<file path="src/rtl/xy2_pkg.sv">
// XY2-100 shared constants, types and frame builder.
// Used by the transmitter and the existing receiver.
package xy2_pkg;

    localparam logic [2:0] XY2_CTRL       = 3'b001;
    localparam int         XY2_FRAME_BITS = 20;
    localparam int         XY2_DATA_BITS  = 16;

    typedef enum logic [1:0] {
        ST_IDLE  = 2'd0,
        ST_LOAD  = 2'd1,
        ST_SHIFT = 2'd2
    } xy2_state_e;

    typedef logic [XY2_FRAME_BITS-1:0] xy2_frame_t;

    typedef struct packed {
        logic [XY2_DATA_BITS-1:0] x;
        logic [XY2_DATA_BITS-1:0] y;
    } xy2_pair_t;

    // Control, data, then even parity over the 19 bits before it.
    function automatic xy2_frame_t xy2_frame(
        input logic [XY2_DATA_BITS-1:0] d
    );
        return {XY2_CTRL, d, ^{XY2_CTRL, d}};
    endfunction

endpackage

</file>
<file path="src/rtl/xy2_bit_timer.sv">
// XY2-100 bit timer: half-period divider and bit index.
// The LOAD cycle counts as the first cycle of bit 0.
module xy2_bit_timer #(
    parameter int CLK_DIV = 5
) (
    input  logic       clk_ref,
    input  logic       sys_rstn,
    input  logic       start,
    input  logic       run,
    output logic       phase,
    output logic [4:0] bit_idx,
    output logic       bit_end,
    output logic       frame_end
);
    import xy2_pkg::*;

    localparam logic [7:0] DIV_M1   = 8'(CLK_DIV - 1);
    localparam logic [4:0] LAST_BIT = 5'(XY2_FRAME_BITS - 1);

    logic [7:0] cnt;
    logic       half_end;

    assign half_end  = run && (cnt == DIV_M1);
    assign bit_end   = half_end && phase;
    assign frame_end = bit_end && (bit_idx == LAST_BIT);

    // Divider and bit counter; start pre-counts the LOAD cycle
    always_ff @(posedge clk_ref or negedge sys_rstn) begin
        if (!sys_rstn) begin
            cnt     <= 8'd0;
            phase   <= 1'b0;
            bit_idx <= 5'd0;
        end else if (start) begin
            cnt     <= 8'd1;
            phase   <= 1'b0;
            bit_idx <= 5'd0;
        end else if (half_end) begin
            cnt   <= 8'd0;
            phase <= !phase;
            if (phase) begin
                bit_idx <= bit_idx + 5'd1;
            end
        end else if (run) begin
            cnt <= cnt + 8'd1;
        end
    end

endmodule

</file>
<file path="src/rtl/xy2_tx.sv">
// XY2-100 transmitter: setpoint handshake, frame FSM,
// parity and X/Y shift registers.
module xy2_tx #(
    parameter int          CLK_DIV   = 5,
    parameter logic [15:0] POS_RESET = 16'h8000
) (
    input  logic        clk_ref,
    input  logic        sys_rstn,
    input  logic        enable,
    input  logic [15:0] x_pos,
    input  logic [15:0] y_pos,
    input  logic        pos_valid,
    output logic        pos_ready,
    output logic        xy_clk,
    output logic        xy_sync,
    output logic        xy_x,
    output logic        xy_y,
    output logic        frame_done
);
    import xy2_pkg::*;

    localparam int         MSB      = XY2_FRAME_BITS - 1;
    localparam logic [4:0] LAST_BIT = 5'(XY2_FRAME_BITS - 1);

    xy2_state_e state;
    xy2_state_e state_nxt;
    xy2_pair_t  act;
    xy2_pair_t  pend;
    xy2_pair_t  sel;
    logic       pend_full;
    logic       accept;
    xy2_frame_t frame_x;
    xy2_frame_t frame_y;
    xy2_frame_t sh_x;
    xy2_frame_t sh_y;
    logic       phase;
    logic [4:0] bit_idx;
    logic       bit_end;
    logic       frame_end;

    assign pos_ready = !pend_full;
    assign accept    = pos_valid && !pend_full;
    assign sel       = pend_full ? pend : act;
    assign frame_x   = xy2_frame(sel.x);
    assign frame_y   = xy2_frame(sel.y);

    xy2_bit_timer #(
        .CLK_DIV (CLK_DIV)
    ) u_timer (
        .clk_ref   (clk_ref),
        .sys_rstn  (sys_rstn),
        .start     (state == ST_LOAD),
        .run       (state == ST_SHIFT),
        .phase     (phase),
        .bit_idx   (bit_idx),
        .bit_end   (bit_end),
        .frame_end (frame_end)
    );

    // FSM state register
    always_ff @(posedge clk_ref or negedge sys_rstn) begin
        if (!sys_rstn) begin
            state <= ST_IDLE;
        end else begin
            state <= state_nxt;
        end
    end

    // Next state; enable only matters in IDLE and at frame end
    always_comb begin
        state_nxt = state;
        unique case (state)
            ST_IDLE:  if (enable) state_nxt = ST_LOAD;
            ST_LOAD:  state_nxt = ST_SHIFT;
            ST_SHIFT: begin
                if (frame_end) begin
                    state_nxt = enable ? ST_LOAD : ST_IDLE;
                end
            end
            default:  state_nxt = ST_IDLE;
        endcase
    end

    // Active/pending setpoints; LOAD promotes a full pending pair
    always_ff @(posedge clk_ref or negedge sys_rstn) begin
        if (!sys_rstn) begin
            act       <= {POS_RESET, POS_RESET};
            pend      <= '0;
            pend_full <= 1'b0;
        end else begin
            if (state == ST_LOAD && pend_full) begin
                act       <= pend;
                pend_full <= 1'b0;
            end
            if (accept) begin
                pend      <= {x_pos, y_pos};
                pend_full <= 1'b1;
            end
        end
    end

    // Frame shift registers, MSB leaves first
    always_ff @(posedge clk_ref or negedge sys_rstn) begin
        if (!sys_rstn) begin
            sh_x <= '0;
            sh_y <= '0;
        end else if (state == ST_LOAD) begin
            sh_x <= frame_x;
            sh_y <= frame_y;
        end else if (bit_end) begin
            sh_x <= {sh_x[MSB-1:0], 1'b0};
            sh_y <= {sh_y[MSB-1:0], 1'b0};
        end
    end

    // Line outputs; bit 0 is already on the wire during LOAD
    always_comb begin
        xy_clk     = 1'b0;
        xy_sync    = 1'b0;
        xy_x       = 1'b0;
        xy_y       = 1'b0;
        frame_done = 1'b0;
        unique case (state)
            ST_LOAD: begin
                xy_clk  = 1'b1;
                xy_sync = 1'b1;
                xy_x    = frame_x[MSB];
                xy_y    = frame_y[MSB];
            end
            ST_SHIFT: begin
                xy_clk     = !phase;
                xy_sync    = (bit_idx != LAST_BIT);
                xy_x       = sh_x[MSB];
                xy_y       = sh_y[MSB];
                frame_done = frame_end;
            end
            default: ;
        endcase
    end

endmodule

</file>
<file path="config.mk">
export PLATFORM = sky130hd
export DESIGN_NAME = xy2_tx
export DESIGN_NICKNAME = d
export VERILOG_FILES = /design/src/rtl/xy2_pkg.sv /design/src/rtl/xy2_bit_timer.sv /design/src/rtl/xy2_tx.sv
export SDC_FILE = /design/constraint.sdc
export NUM_CORES = 1
export LEC_CHECK = 0
export CORE_MARGIN = 4
export CORE_UTILIZATION = 50
export CTS_CLUSTER_DIAMETER = 80
export DETAILED_ROUTE_END_ITERATION = 12
export PLACE_DENSITY = 0.74
export RECOVER_POWER = 25
export SYNTH_ARGS = -nofsm -noshare
export SYNTH_HDL_FRONTEND = slang
export SYNTH_HIERARCHICAL = 1
export SYNTH_SLANG_ARGS = --single-unit
</file>
<file path="constraint.sdc">
create_clock -name clk_ref -period 3.63 [get_ports clk_ref]
set_input_delay 1.089 -clock clk_ref [delete_from_list [all_inputs] [get_ports clk_ref]]
set_output_delay 1.089 -clock clk_ref [all_outputs]
set_load 0.005 [all_outputs]
</file>
==> metrics.md <==
| Metric | Value |
|---|---|
| Run status | `completed` |
| Compound-Gate Fraction of Synth Area | `about 9%` |
| Post-DRT Antenna Nets | `0` |
| RePlAce Congestion | `~0.76` |
| Most frequent cells in the layout | `dfrtp_1, mux2_2, mux2i_1` |
| Sequential area share after synthesis | `approximately 50%` |
| Clk_skew | `~0.0057 ns` |
| Boundary Pins | `between 40 and 50` |
| CP Class | `reg -> out` |
| CP arrival | `around 2.4 ns` |
| Synth async-reset ratio | `100%` |
| Synth Area in Simple Gates | `8.87%` |
| CTS Sinks | `~120` |
| Hold Violations, Final | `0` |
| Final instance area | `between 0.007 and 0.008 mm^2` |
| Non-Filler Instances | `approximately 700` |
| Clock Tree Buf Depth | `2` |
| Worst vdd ir | `~530 uV` |
| Post-Syn Area per Cell | `11.8 um^2` |
| Required time of the critical path | `between 2 and 3 ns` |
| Die ar. | `about 0.014 mm^2` |
| CTS H-tree lvls | `4` |
| M3 GR Usage | `5.01%` |
| Tcrit/Tclk final | `97.2%` |
| Slew at the pin with the worst max-slew slack | `~1.2 ns` |
| Clock Tree Root | `clkbuf_16` |
| Starting Density | `between 50% and 60%` |
| Post-Syn Nets | `about 560` |
| Num CTS Buffers | `17` |
| Die span in x | `roughly 120 um` |
| Wire per inst | `between 15 and 20 um` |
| Hold_ws | `approximately 0.49 ns` |
| Largest family of logic cells by synthesized area | `multiplexers` |
| Global routing usage on met2 | `approximately 28%` |
| Reg2reg path depth | `6` |
| Via density | `5.45` |
| Syn Inst Count | `just over 500` |
| Placed Cells | `approximately 680` |
| Netlist cell types | `41` |
| Worst-path clk slew | `approximately 0.050 ns` |
| CP top delay family | `simple AND/OR/NAND/NOR gates` |
| Nets | `600` |
| PwrDens | `roughly 980 mW/mm^2` |
| CTS tree | `built` |
| Commonest non-fill, non-tap cell in the layout | `dfrtp_1` |
| DRC Markers | `0` |
| Crit end category | `output port` |
| Hold path cells | `1` |
| Post-synth EDFFs | `0` |
| Critical path peak fanout | `4` |
| DP Area | `around 0.0066 mm^2` |
| Area Growth Syn to Fin | `18.5%` |
| Drt first pass iters | `4` |
| CP Cell Sequence | `inv_1, ha_1, and4bb_2, nand4_1, nor4b_4, and2_1, clkdlybuf4s50_1` |
| Area of the mapped netlist | `between 0.006 and 0.007 mm^2` |
| First-pass GRT wire length | `slightly below 20000 um` |
| Worst relative slew slack | `around 20%` |
| CP Depth | `7` |
| Most used routing layer | `met2` |
| Grt ovf | `0` |
| Largest net degree at the start of global routing | `90` |
| WL final | `~12000 um` |
| Leakage | `around 3.1 nW` |
| Sequential cell area | `0.00303 mm^2` |
| Worst hold path class | `reg -> reg` |
| Filler cell count | `between 900 and 1000` |
| Met1 usage | `roughly 22%` |
| Vias in the first global route | `roughly 4000` |
| Vias | `3861` |
| Adder-cell area share of the yosys netlist | `1.44%` |
| CP Launch Type | `flop` |
| Layout cells sized above 1 | `a little over 20%` |
| Max-capacitance violation count | `0` |
| IO buf count | `just over 40` |
| DRT iter0 DRCs | `between 200 and 250` |
| Initial antenna violation count | `0` |
| Clock Latency Late Sink | `slightly above 0.4 ns` |
| Antenna diodes | `0` |
| Mux cell area share after synthesis | `between 10% and 20%` |
| Synth Register Bits | `121` |
| Worst path bufs/invs | `2` |
| Post-DP HPWL | `~7100 um` |
| Core Area | `roughly 0.012 mm^2` |
| Max Clock Freq | `approximately 280 MHz` |
| Post-synthesis xor/xnor area fraction | `around 8%` |
| Footprint of the multi-input gates | `approximately 0.0029 mm^2` |
| Slowest-stage cell, CP | `clkdlybuf4s50_1` |
| Final slew viol count | `0` |
| Ys flop type | `dfrtp_1` |
| Crit path time final | `around 3.5 ns` |
| CP peak stage delay | `0.49 ns` |
| Yosys warning total | `6` |
| Die Y | `118 um` |
| Final setup fails | `0` |
| FP Rows | `39` |
| GRT Total Usage | `approximately 17%` |
==> flip-flops by register name, indices dropped and copies added (netlist names) <==
register / count
u_timer/phase: 1
pend: 32
pend_full: 1
act: 32
sh_y: 20
state: 2
u_timer/cnt: 8
u_timer/bit_idx: 5
sh_x: 20
==> worst paths after layout <==
kind | start | endpoint | slack, ns
max | u_timer/cnt[1]$_DFFE_PN0P_ | frame_done | 0.10
min | sh_x[16]$_DFFE_PN0P_ | sh_x[17]$_DFFE_PN0P_ | 0.49
max reg2reg | state[1]$_DFFE_PN0P_ | act[21]$_DFFE_PN0P_ | 1.34
min reg2reg | sh_x[16]$_DFFE_PN0P_ | sh_x[17]$_DFFE_PN0P_ | 0.49
max in group asynchronous | sys_rstn | pend[13]$_DFFE_PN0P_ | 0.98
min in group asynchronous | sys_rstn | u_timer/cnt[7]$_DFFE_PN0P_ | 0.92
==> power breakdown <==
part	total (mW)	internal, mW	switching (mW)
combinational	3.07	1.72	1.35
sequential	2.48	1.97	0.508
clock	1.51	0.974	0.537
total	7.06	4.66	2.40
==> kinds of logic (layout without fill, tap and decap cells) <==
logic type      after synthesis  count (layout)
compound gates               88              88
buf+inv                      40              93
xor+xnor                     53              53
fa+ha+maj                     7               7
mux                         111             111
flops                       121             121
simple gates                 93              93
==> per-layer routing <==
layer / part of all wire, % / vias to the layer above
met3: 3.2 / 12
met2: 49 / 53
li1: - / 1898
met1: 47 / 1898
met5: 0 / -
met4: 1.3 / 0
==> cells in the mapped netlist (2+ instances only) <==
cell type  number  area share [%]
a211o_1         3            0.43
a211oi_1       32             4.0
a21o_1          2            0.25
o21ai_0         3            0.25
nand4_1         4            0.41
xor2_1         31             4.5
clkbuf_1       17             1.1
inv_1           8            0.50
nor2_1         24             1.5
nor3b_1         2            0.25
nor2b_1        37             3.8
ha_1            7             1.4
mux2i_1        46             7.6
nand2b_1        2            0.21
xnor2_1        20             2.9
dfstp_2         2            0.87
and2_1          3            0.31
nand3_1         4            0.33
a21oi_1        41             3.4
xnor3_1         2            0.74
buf_2          13             1.1
dfrtp_1       119              49
mux2_2         65              12
nand2_1         8            0.50
o22ai_1         2            0.21
==> stage by stage <==
stage                     power (mW)  setup slack [ns]  setup TNS, ns  utilization, %
after global placement          5.40             0.408              0            57.0
after detailed placement        5.54             0.357              0            57.0
after floorplan                 4.89             0.605              0               -
after global routing            7.56           -0.0263        -0.0263            61.7
final                           7.06             0.101              0            61.7
after CTS                       7.11          0.000589              0            61.5
==> timing repair <==
item / 4_1_cts / 5_1_grt
endpoints found under the setup margin: 1 / 1
cloned: 0 / 0
hold buffers: 0 / 0
setup buffers: 0 / 4
resized for setup: 1 / 2
endpoints found under the hold margin: 0 / 0
pin swaps: 0 / 3
==> area by class of cell <==
cell class,instances,area share (%)
repair buffers,56,7.41
multi-input cells,352,40.1
clock inverters,4,0.626
flip-flops and latches,121,42.2
inverters,9,0.470
well taps,143,2.49
clock buffers,24,6.70
Note: power is estimated with default switching activity, not from simulation.
